$ cat src/rtl/key_disp_pkg.sv
// Shared types and 7-segment constants for the key counter / BCD display path.
package key_disp_pkg;

  typedef enum logic [1:0] {IDLE, LOAD, SHIFT, DONE} state_e;

  localparam logic [6:0] SEG_BLANK = 7'h7F;

  // Active-low gfedcba patterns for 0..9.
  localparam logic [6:0] SEG_DIGIT [10] = '{
    7'h40, 7'h79, 7'h24, 7'h30, 7'h19, 7'h12, 7'h02, 7'h78, 7'h00, 7'h10
  };

  function automatic logic [6:0] bcd_to_seg(input logic [3:0] nib);
    logic [6:0] s;
    case (nib)
      4'd0:    s = SEG_DIGIT[0];
      4'd1:    s = SEG_DIGIT[1];
      4'd2:    s = SEG_DIGIT[2];
      4'd3:    s = SEG_DIGIT[3];
      4'd4:    s = SEG_DIGIT[4];
      4'd5:    s = SEG_DIGIT[5];
      4'd6:    s = SEG_DIGIT[6];
      4'd7:    s = SEG_DIGIT[7];
      4'd8:    s = SEG_DIGIT[8];
      4'd9:    s = SEG_DIGIT[9];
      default: s = SEG_BLANK;
    endcase
    return s;
  endfunction

  function automatic longint unsigned pow10(input int n);
    longint unsigned p;
    p = 1;
    for (int i = 0; i < n; i++) p = p * 10;
    return p;
  endfunction

endpackage

$ cat src/rtl/key_debounce.sv
// Two-flop synchroniser plus stable-level debounce for one active-low key.
// press pulses for one cycle when the debounced level falls; level is the debounced key.
module key_debounce #(
  parameter int DEB_CYCLES = 1000000
) (
  input  logic clk,
  input  logic rst,
  input  logic key_n,
  output logic press,
  output logic level
);

  localparam int CW = $clog2(DEB_CYCLES);

  if (DEB_CYCLES < 2) begin : g_bad_deb
    $error("DEB_CYCLES must be at least 2");
  end

  logic [1:0]    sync_q;
  logic [CW-1:0] cnt_q, cnt_d;
  logic          lvl_q, lvl_d;
  logic          press_q, press_d;

  always_comb begin
    cnt_d   = cnt_q;
    lvl_d   = lvl_q;
    press_d = 1'b0;
    if (sync_q[1] != lvl_q) begin
      if (cnt_q == CW'(DEB_CYCLES - 1)) begin
        cnt_d   = '0;
        lvl_d   = sync_q[1];
        press_d = ~sync_q[1];
      end else begin
        cnt_d = cnt_q + 1'b1;
      end
    end else begin
      // any return to the accepted level restarts the stability window
      cnt_d = '0;
    end
  end

  always_ff @(posedge clk or posedge rst) begin
    if (rst) begin
      sync_q  <= 2'b11;
      cnt_q   <= '0;
      lvl_q   <= 1'b1;
      press_q <= 1'b0;
    end else begin
      sync_q  <= {sync_q[0], key_n};
      cnt_q   <= cnt_d;
      lvl_q   <= lvl_d;
      press_q <= press_d;
    end
  end

  assign press = press_q;
  assign level = lvl_q;

endmodule

$ cat src/rtl/key_counter_bcd_disp.sv
// Debounced up/down key counter with sequential double-dabble BCD conversion and
// 7-segment drive; a count change publishes bcd/seg CNT_W+2 edges later.
module key_counter_bcd_disp
  import key_disp_pkg::*;
#(
  parameter int CNT_W      = 16,
  parameter int DIGITS     = 5,
  parameter int DEB_CYCLES = 1000000,
  parameter int WRAP       = 1,
  parameter int BLANK_LZ   = 1
) (
  input  logic                  clk,
  input  logic                  rst,
  input  logic                  key_inc_n,
  input  logic                  key_dec_n,
  input  logic                  clr,
  output logic [CNT_W-1:0]      count,
  output logic [4*DIGITS-1:0]   bcd,
  output logic [7*DIGITS-1:0]   seg,
  output logic                  busy,
  output logic                  valid
);

  localparam int BW = (CNT_W > 1) ? $clog2(CNT_W) : 1;
  localparam logic [CNT_W-1:0] CNT_MAX = '1;

  if (CNT_W < 2 || CNT_W > 32) begin : g_bad_width
    $error("CNT_W must be in 2..32");
  end
  if (pow10(DIGITS) <= (64'd1 << CNT_W) - 64'd1) begin : g_bad_digits
    $error("DIGITS too small for CNT_W");
  end

  // Blanking walks from the top digit down; digit 0 is always shown.
  function automatic logic [7*DIGITS-1:0] disp(input logic [4*DIGITS-1:0] b);
    logic [7*DIGITS-1:0] r;
    logic                shown;
    logic [3:0]          nib;
    r     = '0;
    shown = (BLANK_LZ == 0);
    for (int i = DIGITS - 1; i >= 0; i--) begin
      nib = b[4*i +: 4];
      if (nib != 4'd0 || i == 0) shown = 1'b1;
      r[7*i +: 7] = shown ? bcd_to_seg(nib) : SEG_BLANK;
    end
    return r;
  endfunction

  localparam logic [7*DIGITS-1:0] SEG_RST = disp('0);

  logic inc_p, dec_p;

  key_debounce #(.DEB_CYCLES(DEB_CYCLES)) u_deb_inc (
    .clk   (clk),
    .rst   (rst),
    .key_n (key_inc_n),
    .press (inc_p),
    .level ()
  );

  key_debounce #(.DEB_CYCLES(DEB_CYCLES)) u_deb_dec (
    .clk   (clk),
    .rst   (rst),
    .key_n (key_dec_n),
    .press (dec_p),
    .level ()
  );

  logic [CNT_W-1:0]    count_q, count_d;
  state_e              state_q, state_d;
  logic                pend_q, pend_d;
  logic [CNT_W-1:0]    bin_q, bin_d;
  logic [4*DIGITS-1:0] sh_q, sh_d, adj;
  logic [BW-1:0]       bitc_q, bitc_d;
  logic [4*DIGITS-1:0] bcd_q;
  logic [7*DIGITS-1:0] seg_q, seg_new;
  logic                valid_q, valid_d;
  logic                chg, pub;

  always_comb begin
    count_d = count_q;
    if (clr) begin
      count_d = '0;
    end else if (inc_p && !dec_p) begin
      if (count_q == CNT_MAX) count_d = (WRAP != 0) ? '0 : CNT_MAX;
      else                    count_d = count_q + 1'b1;
    end else if (dec_p && !inc_p) begin
      if (count_q == '0) count_d = (WRAP != 0) ? CNT_MAX : '0;
      else               count_d = count_q - 1'b1;
    end
  end

  assign chg = (count_d != count_q);

  always_comb begin
    adj = sh_q;
    for (int i = 0; i < DIGITS; i++) begin
      if (sh_q[4*i +: 4] >= 4'd5) adj[4*i +: 4] = sh_q[4*i +: 4] + 4'd3;
    end
  end

  always_comb begin
    state_d = state_q;
    pend_d  = pend_q;
    bin_d   = bin_q;
    sh_d    = sh_q;
    bitc_d  = bitc_q;
    pub     = 1'b0;
    case (state_q)
      IDLE: begin
        if (chg || pend_q) state_d = LOAD;
      end
      LOAD: begin
        bin_d   = count_q;
        sh_d    = '0;
        pend_d  = 1'b0;
        bitc_d  = '0;
        state_d = SHIFT;
      end
      SHIFT: begin
        {sh_d, bin_d} = {adj[4*DIGITS-2:0], bin_q, 1'b0};
        bitc_d        = bitc_q + 1'b1;
        if (bitc_q == BW'(CNT_W - 1)) state_d = DONE;
      end
      DONE: begin
        pub     = 1'b1;
        state_d = IDLE;
      end
      default: state_d = IDLE;
    endcase
    // A change while converting is remembered, never aborts the running pass.
    if (chg && state_q != IDLE) pend_d = 1'b1;
  end

  always_comb begin
    valid_d = valid_q;
    if (chg)                 valid_d = 1'b0;
    else if (pub && !pend_q) valid_d = 1'b1;
  end

  assign seg_new = disp(sh_q);

  always_ff @(posedge clk or posedge rst) begin
    if (rst) begin
      count_q <= '0;
      state_q <= IDLE;
      pend_q  <= 1'b0;
      bin_q   <= '0;
      sh_q    <= '0;
      bitc_q  <= '0;
      bcd_q   <= '0;
      seg_q   <= SEG_RST;
      valid_q <= 1'b1;
    end else begin
      count_q <= count_d;
      state_q <= state_d;
      pend_q  <= pend_d;
      bin_q   <= bin_d;
      sh_q    <= sh_d;
      bitc_q  <= bitc_d;
      valid_q <= valid_d;
      if (pub) begin
        bcd_q <= sh_q;
        seg_q <= seg_new;
      end
    end
  end

  assign count = count_q;
  assign bcd   = bcd_q;
  assign seg   = seg_q;
  assign busy  = (state_q == LOAD) || (state_q == SHIFT);
  assign valid = valid_q;

endmodule

$ cat config.mk
export PLATFORM = sky130hd
export DESIGN_NAME = key_counter_bcd_disp
export DESIGN_NICKNAME = d
export VERILOG_FILES = /design/src/rtl/key_disp_pkg.sv /design/src/rtl/key_debounce.sv /design/src/rtl/key_counter_bcd_disp.sv
export SDC_FILE = /design/constraint.sdc
export NUM_CORES = 1
export LEC_CHECK = 0
export ABC_AREA = 1
export BUFFER_PORTS_ARGS = -buffer_cell sky130_fd_sc_hd__buf_2
export CAP_MARGIN = 20
export CORE_MARGIN = 2
export CORE_UTILIZATION = 60
export CTS_CLUSTER_DIAMETER = 60
export DETAILED_ROUTE_END_ITERATION = 12
export PLACE_DENSITY = 0.8
export SLEW_MARGIN = 20
export SYNTH_ARGS = -nofsm -noshare
export SYNTH_HDL_FRONTEND = slang
export SYNTH_SLANG_ARGS = --single-unit
$ cat constraint.sdc
create_clock -name clk -period 5.94 [get_ports clk]
set_input_delay 0.891 -clock clk [delete_from_list [all_inputs] [get_ports clk]]
set_output_delay 0.891 -clock clk [all_outputs]
set_load 0.02 [all_outputs]
### Yosys cells after proc, flatten, opt, wreduce, memory -nomap -nowiden

Memory sizes are Yosys's and may differ from the RTL's. A register that Yosys moved wholly into a read port is not among the register bits.
Cells that the tools add are included.

| cells by class | value |
|---|---|
| $mul | 0 |
| order comparisons | 5 |
| mux-type cells | 37 |
| add/sub/neg operators | 10 |
| divide/modulo/power cells | 0 |
| reduce and logical (&&, ||, !) cells | 22 |
| shifts and indexed selects | 0 |
| bitwise operators | 2 |
| eq/ne operators | 12 |

Operators with widths:

| kind | number |
|---|---|
| $mux 16 | 5 |
| $mux 20 | 4 |
| $add 20x1->20 const B | 2 |
| $eq 20x20->1 const B | 2 |
| $pmux 20 s2 | 1 |
| $pmux 16 s2 | 1 |
| $mux 7 | 4 |
| $ge 4x3->1 const B | 5 |
| $add 16x1->16 const B | 1 |
| $add 4x2->4 const B | 4 |
| $eq 16x16->1 const B | 1 |
| $logic_not 16->1 | 1 |
| $mux 4 | 4 |
| $ne 16x16->1 | 1 |
| $reduce_bool 4->1 | 4 |
| $sub 16x1->16 const B | 1 |
| $mux 1 | 13 |
| $pmux 2 s4 | 1 |
| $pmux 4 s2 | 1 |
| $reduce_bool 2->1 | 4 |
| $reduce_and 2->1 | 3 |
| $add 4x1->4 const B | 1 |
| $eq 2x2->1 const B | 2 |
| $eq 4x4->1 const B | 1 |
| other kinds (11) | 21 |

| storage, ports and cells | value |
|---|---|
| output and inout port bits | 73 |
| word-level logic and storage cells | 110 |
| bits of input ports | 5 |
| memory bits (writable) | 0 |
| memory bits (read-only) | 560 |
| bits in latches | 0 |
| memories | 5 |
| register bits | 163 |

Memories:

| name | words | bits a word | rd ports | clocked after memory_dff | write ports | line | text |
|---|---|---|---|---|---|---|---|
| (no name shown) | 16 | 7 | 1 | 0 | 0 | key_disp_pkg.sv:15 | `case (nib)` |
| (no name shown) | 16 | 7 | 1 | 0 | 0 | key_disp_pkg.sv:15 |  |
| (no name shown) | 16 | 7 | 1 | 0 | 0 | key_disp_pkg.sv:15 |  |
| (no name shown) | 16 | 7 | 1 | 0 | 0 | key_disp_pkg.sv:15 |  |
| (no name shown) | 16 | 7 | 1 | 1 | 0 | key_disp_pkg.sv:15 |  |

### Logic depth before layout (Yosys ltp)

| depth | value |
|---|---|
| word-level depth | 9 |
| mapped depth | 21 |
| depth with buffers taken out | 21 |

### Modules after synthesis

A second synthesis with hierarchy kept.

| second synthesis, totals | value |
|---|---|
| cells, all modules | 1221 |
| area total of the unflattened synthesis | 9585.4 um^2 |

By module, submodules not included:

| module | area each (um^2) | instances | cells an instance | seq. area each (um^2) |
|---|---|---|---|---|
| key_counter_bcd_disp | 6870.3 | 1 | 891 | 2915.3 |
| key_debounce | 1357.6 | 2 | 165 | 604.3 |

### Worst setup path after synthesis

No wires, ideal clock.

| timing path | value |
|---|---|
| path kind | reg2reg |
| from | register count_q[0] (netlist: count[0]) |
| to | register pend_q |
| arrival | 2.105 ns |
| stages on the path, launching flop included | 20 |
| period minus slack after synthesis | 2.226 ns |
| slack | 3.714 ns |
| buffers on the path | 0 |
| setup time | 0.121 ns |
| data required time | 5.819 ns |
| cells stage by stage | dfrtp_1 -> inv_1 -> ha_1 -> nand3_1 -> nor2_4 -> nand3_1 -> nand2_1 -> inv_1 -> nand2_1 -> nand2_1 -> nand2_1 -> nand2_1 -> inv_1 -> nand2_1 -> nor2_1 -> nand2_1 -> nor2_2 -> nand2_1 -> o211ai_1 -> nand2_1 |

| between the ends | value |
|---|---|
| longest elaborated chain between the ends | 8 |
| elaborated cells between the ends (all ways) | 13 |
| those cells by class | 2 x add/sub; 2 x eq/ne; 6 x mux; 3 x reduce/logical |

Ends and longest elaborated chain:

| element | line | text |
|---|---|---|
| from (decl) | key_counter_bcd_disp.sv:69 | `logic [CNT_W-1:0] count_q, count_d;` |
| from (signal assigned) | key_counter_bcd_disp.sv:155 | `count_q <= count_d;` |
| $sub 16x1->16 or $logic_not 16->1 (tied branches) | key_counter_bcd_disp.sv:89, key_counter_bcd_disp.sv:88 |  |
| $mux 16 | key_counter_bcd_disp.sv:88 | `if (count_q == '0) count_d = (WRAP != 0) ? CNT_MAX : '0;` |
| $mux 16 | key_counter_bcd_disp.sv:87 | `end else if (dec_p && !inc_p) begin` |
| $mux 16 | key_counter_bcd_disp.sv:84 | `end else if (inc_p && !dec_p) begin` |
| $mux 16 | key_counter_bcd_disp.sv:82 | `if (clr) begin` |
| $ne 16x16->1 (*) | key_counter_bcd_disp.sv:93 | `assign chg = (count_d != count_q);` |
| $logic_and 1x1->1 (*) | key_counter_bcd_disp.sv:132 | `if (chg && state_q != IDLE) pend_d = 1'b1;` |
| $mux 1 or $reduce_bool 2->1 (tied branches) | -- |  |
| to (signal assigned) | key_counter_bcd_disp.sv:157 | `pend_q <= pend_d;` |
| to (decl) | key_counter_bcd_disp.sv:71 | `logic pend_q, pend_d;` |

Mark *: on every way between the ends. The rest lies on a longest branch, timed or not.
A chain may end at the register's enable or synchronous reset.

### Final worst setup path

| timing path | value |
|---|---|
| from | register state_q[0] |
| to | register sh_q[17] |

| between the ends | value |
|---|---|
| longest elaborated chain between the ends | 2 |
| elaborated cells between the ends (all ways) | 4 |
| those cells by class | 2 x eq/ne; 1 x mux; 1 x reduce/logical |

Ends and longest elaborated chain:

| element | line | text |
|---|---|---|
| from (decl) | key_counter_bcd_disp.sv:70 | `state_e state_q, state_d;` |
| from (signal assigned) | key_counter_bcd_disp.sv:156 | `state_q <= state_d;` |
| $eq 2x2->1 or $eq 2x1->1 (tied branches) | key_counter_bcd_disp.sv:109 | `case (state_q)` |
| $pmux 20 s2 or $reduce_bool 2->1 (tied branches) | -- |  |
| to (signal assigned) | key_counter_bcd_disp.sv:149 | `sh_q <= '0;` |
| to (signal assigned) | key_counter_bcd_disp.sv:159 | `sh_q <= sh_d;` |
| to (decl) | key_counter_bcd_disp.sv:73 | `logic [4*DIGITS-1:0] sh_q, sh_d, adj;` |

Several ways; a longest one is shown, not always the timed one.

==> impl_metrics.py <==
metrics = {
    "grt": {
        "grt_overflow_total": 0,
        "grt_max_degree": 107,
        "grt_usage": 0.262,
        "grt_pass1_wl_um": 34400,
        "antenna_found_initial": 0,
        "grt_pass1_vias": 7145,
    },
    "critical_path": {
        "crit_fanout": 25,
        "r2r_start": "state_q[0]",
        "path_cells": "inv_1 > ha_1 > buf_4 > nand2_1 > inv_1 > o21ai_0 > o22ai_1",
        "end_kind": "flip-flop",
        "start_kind": "flip-flop",
        "required_ns": 6.28,
        "reg2reg_depth": 7,
        "crit_type": "reg -> reg",
        "critical_path.most_common_cell": "inv_1",
        "critPathTopFamily": "buffers and inverters",
        "cp_num_buf_inv": 3,
        "cpPeakStageDelay_ns": 0.67,
        "crit_path_top_delay_cell": "ha_1",
        "r2r_end": "sh_q[17]",
        "worstPathArrival_ns": 3.40,
        "regToRegSetupSlack_ns": 2.88,
    },
    "floorplan": {
        "core_area_sq_mm": 0.0145,
        "fp.dieW_um": 126,
        "die_h_um": 126,
        "rows": 44,
        "dieArea_sq_mm": 0.0159,
        "start_util": 0.615,
        "io_pins": 78,
    },
    "logic_synthesis": {
        "synth_top_area_share": 0.356,
        "syn-cell-area_sq_mm": 0.00893,
        "synth_seq_cells": 163,
        "ys_warn_count": 0,
        "synth_commonest_cells": "nand2_1, inv_1, nor2_1",
        "yosys.area.top_type": "dfrtp_1",
        "synth_edf_count": 0,
        "yosys.cell_count.top_type": "nand2_1",
        "ys.flop_type": "dfrtp_1",
        "synth.area.top_cells": "dfrtp_1, dfstp_2, nand2_1, inv_1, nor2_1",
        "yosysSeqAreaShare": 0.462,
        "syn_inst": 1126,
        "synthArstFlopShare": 1.00,
        "synth.avg_cell_area_sq_um": 7.94,
        "synth_cell_types": 47,
        "syn_nets": 1165,
    },
    "timing": {
        "max_slew_margin": 0.394,
        "final_hold_viol_count": 0,
        "hold_ws_ns": 0.355,
        "final.min_clock_period_ns": 3.06,
        "fin_skew_ns": 0.00974,
        "fin_crit_sh": 0.516,
        "fmaxAchievable_ghz": 0.326,
        "fin_tns_setup_ns": 0,
        "worstMarginPinSlew_ns": 0.910,
        "rsz0062_at_grt": "false",
        "maxSlewViolCount": 0,
        "setup_violations": 0,
    },
    "hold_path": {
        "hold_path_depth": 0,
        "min_from": "u_deb_inc.sync_q[0]",
        "holdPathEnd": "u_deb_inc.sync_q[1]",
        "hp-class": "reg -> reg",
    },
    "clock_tree": {
        "numCtsBuffers": 17,
        "h-tree-depth": 4,
        "clock_path_buffers": 2,
        "cts_hold_buf": 0,
        "ctsResizeCount": 0,
        "worstSkewPairLatency_ns": 0.43,
        "cts-root-buf": "clkbuf_16",
        "post_cts_buffers": 0,
        "cts_tree": "built",
        "clkSlewWorstSetupHoldPaths_ns": 0.06,
        "clock-sinks": 163,
    },
    "place": {
        "gp_congestion": 0.890,
        "portBuffers": 77,
        "dp_hpwl_um": 13900,
    },
    "final_layout": {
        "area_growth_pct": 11.5,
        "nets": 1231,
        "drive_gt1_frac": 0.150,
        "diodes": 0,
        "nFillCells": 1258,
    },
    "routing": {
        "routedWlPerCell_um": 14.5,
        "wl_um": 20100,
        "dr_total_vias": 7790,
        "postRouteAntennaNets": 0,
        "vias_per_cell": 5.61,
        "firstDrtPassIters": 6,
        "drt-initial-drc-count": 765,
        "drc": 0,
    },
    "status": {
        "status": "finished, final reports clean",
    },
    "power": {
        "p_per_area_mw_per_mm2": 276,
        "ir_drop_v": 0.000214,
        "static-leakage-power_nw": 4.84,
    },
    "job": {
        "maxCapViolCount": 0,
    },
}
layer usage:
metal | global-route usage | wire length [um]
met3 | 0.0472 | 1110
met1 | 0.370 | 9270
met5 | 0 | 0
met4 | 0.0892 | 318
met2 | 0.411 | 9420
report_power, final:
group	internal, mW	switching [mW]
Clock	0.569	0.443
Combinational	0.136	0.405
Sequential	1.17	0.0322
cells in the final DEF, fill, tap and decap left out, types with 10 or more instances in the layout:
| master | count |
|---|---|
| o22ai_1 | 13 |
| xor2_1 | 15 |
| o21ai_0 | 72 |
| buf_2 | 77 |
| nor2_1 | 137 |
| clkbuf_16 | 18 |
| a21oi_1 | 52 |
| nand4_1 | 26 |
| inv_1 | 144 |
| nand2_1 | 225 |
| dfrtp_1 | 127 |
| ha_1 | 34 |
| o211ai_1 | 10 |
| dfstp_2 | 36 |
| nand3_1 | 80 |
| o221ai_1 | 15 |
| nor2_2 | 10 |
| nor3_1 | 21 |
worst max path at each step:
stage | slack (ns) | from | end | cells after the start
global route | 2.55 | state_q[1] | sh_q[16] | 7
global placement | 3.12 | state_q[1] | sh_q[16] | 7
floorplan | 0.70 | rst | bcd[0] | 1
finish | 2.88 | state_q[0] | sh_q[17] | 7
CTS | 2.88 | state_q[0] | sh_q[17] | 7
detailed placement | 2.97 | state_q[0] | sh_q[16] | 7
sequential cells by signal (all words and copies together) (netlist names):
| signal | count |
|---|---|
| u_deb_inc.sync_q | 2 |
| u_deb_dec.sync_q | 2 |
| bitc_q | 4 |
| u_deb_dec.level | 1 |
| valid | 1 |
| state_q | 2 |
| u_deb_inc.cnt_q | 20 |
| pend_q | 1 |
| bcd | 20 |
| bin_q | 16 |
| u_deb_dec.cnt_q | 20 |
| u_deb_inc.press | 1 |
| u_deb_dec.press | 1 |
| count | 16 |
| u_deb_inc.level | 1 |
| sh_q | 20 |
| seg | 35 |
through the flow:
stage | instances | power, mW | util | area, sq um | setup slack, ns
2_1_floorplan | 1126 | 1.63 | - | 8930 | 0.704
3_3_place_gp | 1357 | 1.75 | 0.649 | 9430 | 3.12
3_5_place_dp | 1357 | 1.76 | 0.649 | 9430 | 2.97
4_1_cts | 1389 | 2.77 | 0.685 | 9960 | 2.88
5_1_grt | 1389 | 2.89 | 0.685 | 9960 | 2.55
6_report | 1389 | 2.75 | 0.685 | 9960 | 2.88
logic make-up (layout without fill, tap and decap cells):
logic type | Yosys count | after routing | synth area share
XOR/XNOR | 19 | 19 | 0.0186
adder cells (fa/ha/maj) | 34 | 34 | 0.0476
buffers and inverters | 186 | 265 | 0.0815
flip-flops | 163 | 163 | 0.462
AND/OR/NAND/NOR | 530 | 530 | 0.262
AO/OA/AOI/OAI | 192 | 192 | 0.126
multiplexers | 2 | 2 | 0.00224
final cells by class:
cell class                      instances  area (sq um)  area share
Inverter                              152           576      0.0578
Clock buffer                           23           479      0.0481
Tap cell                              184           230      0.0231
Sequential cell                       163          4120       0.414
Timing Repair Buffer                   81           415      0.0417
Multi-Input combinational cell        777          4080       0.410
Clock inverter                          9          53.8     0.00540
(Power assumes the default switching activity.)
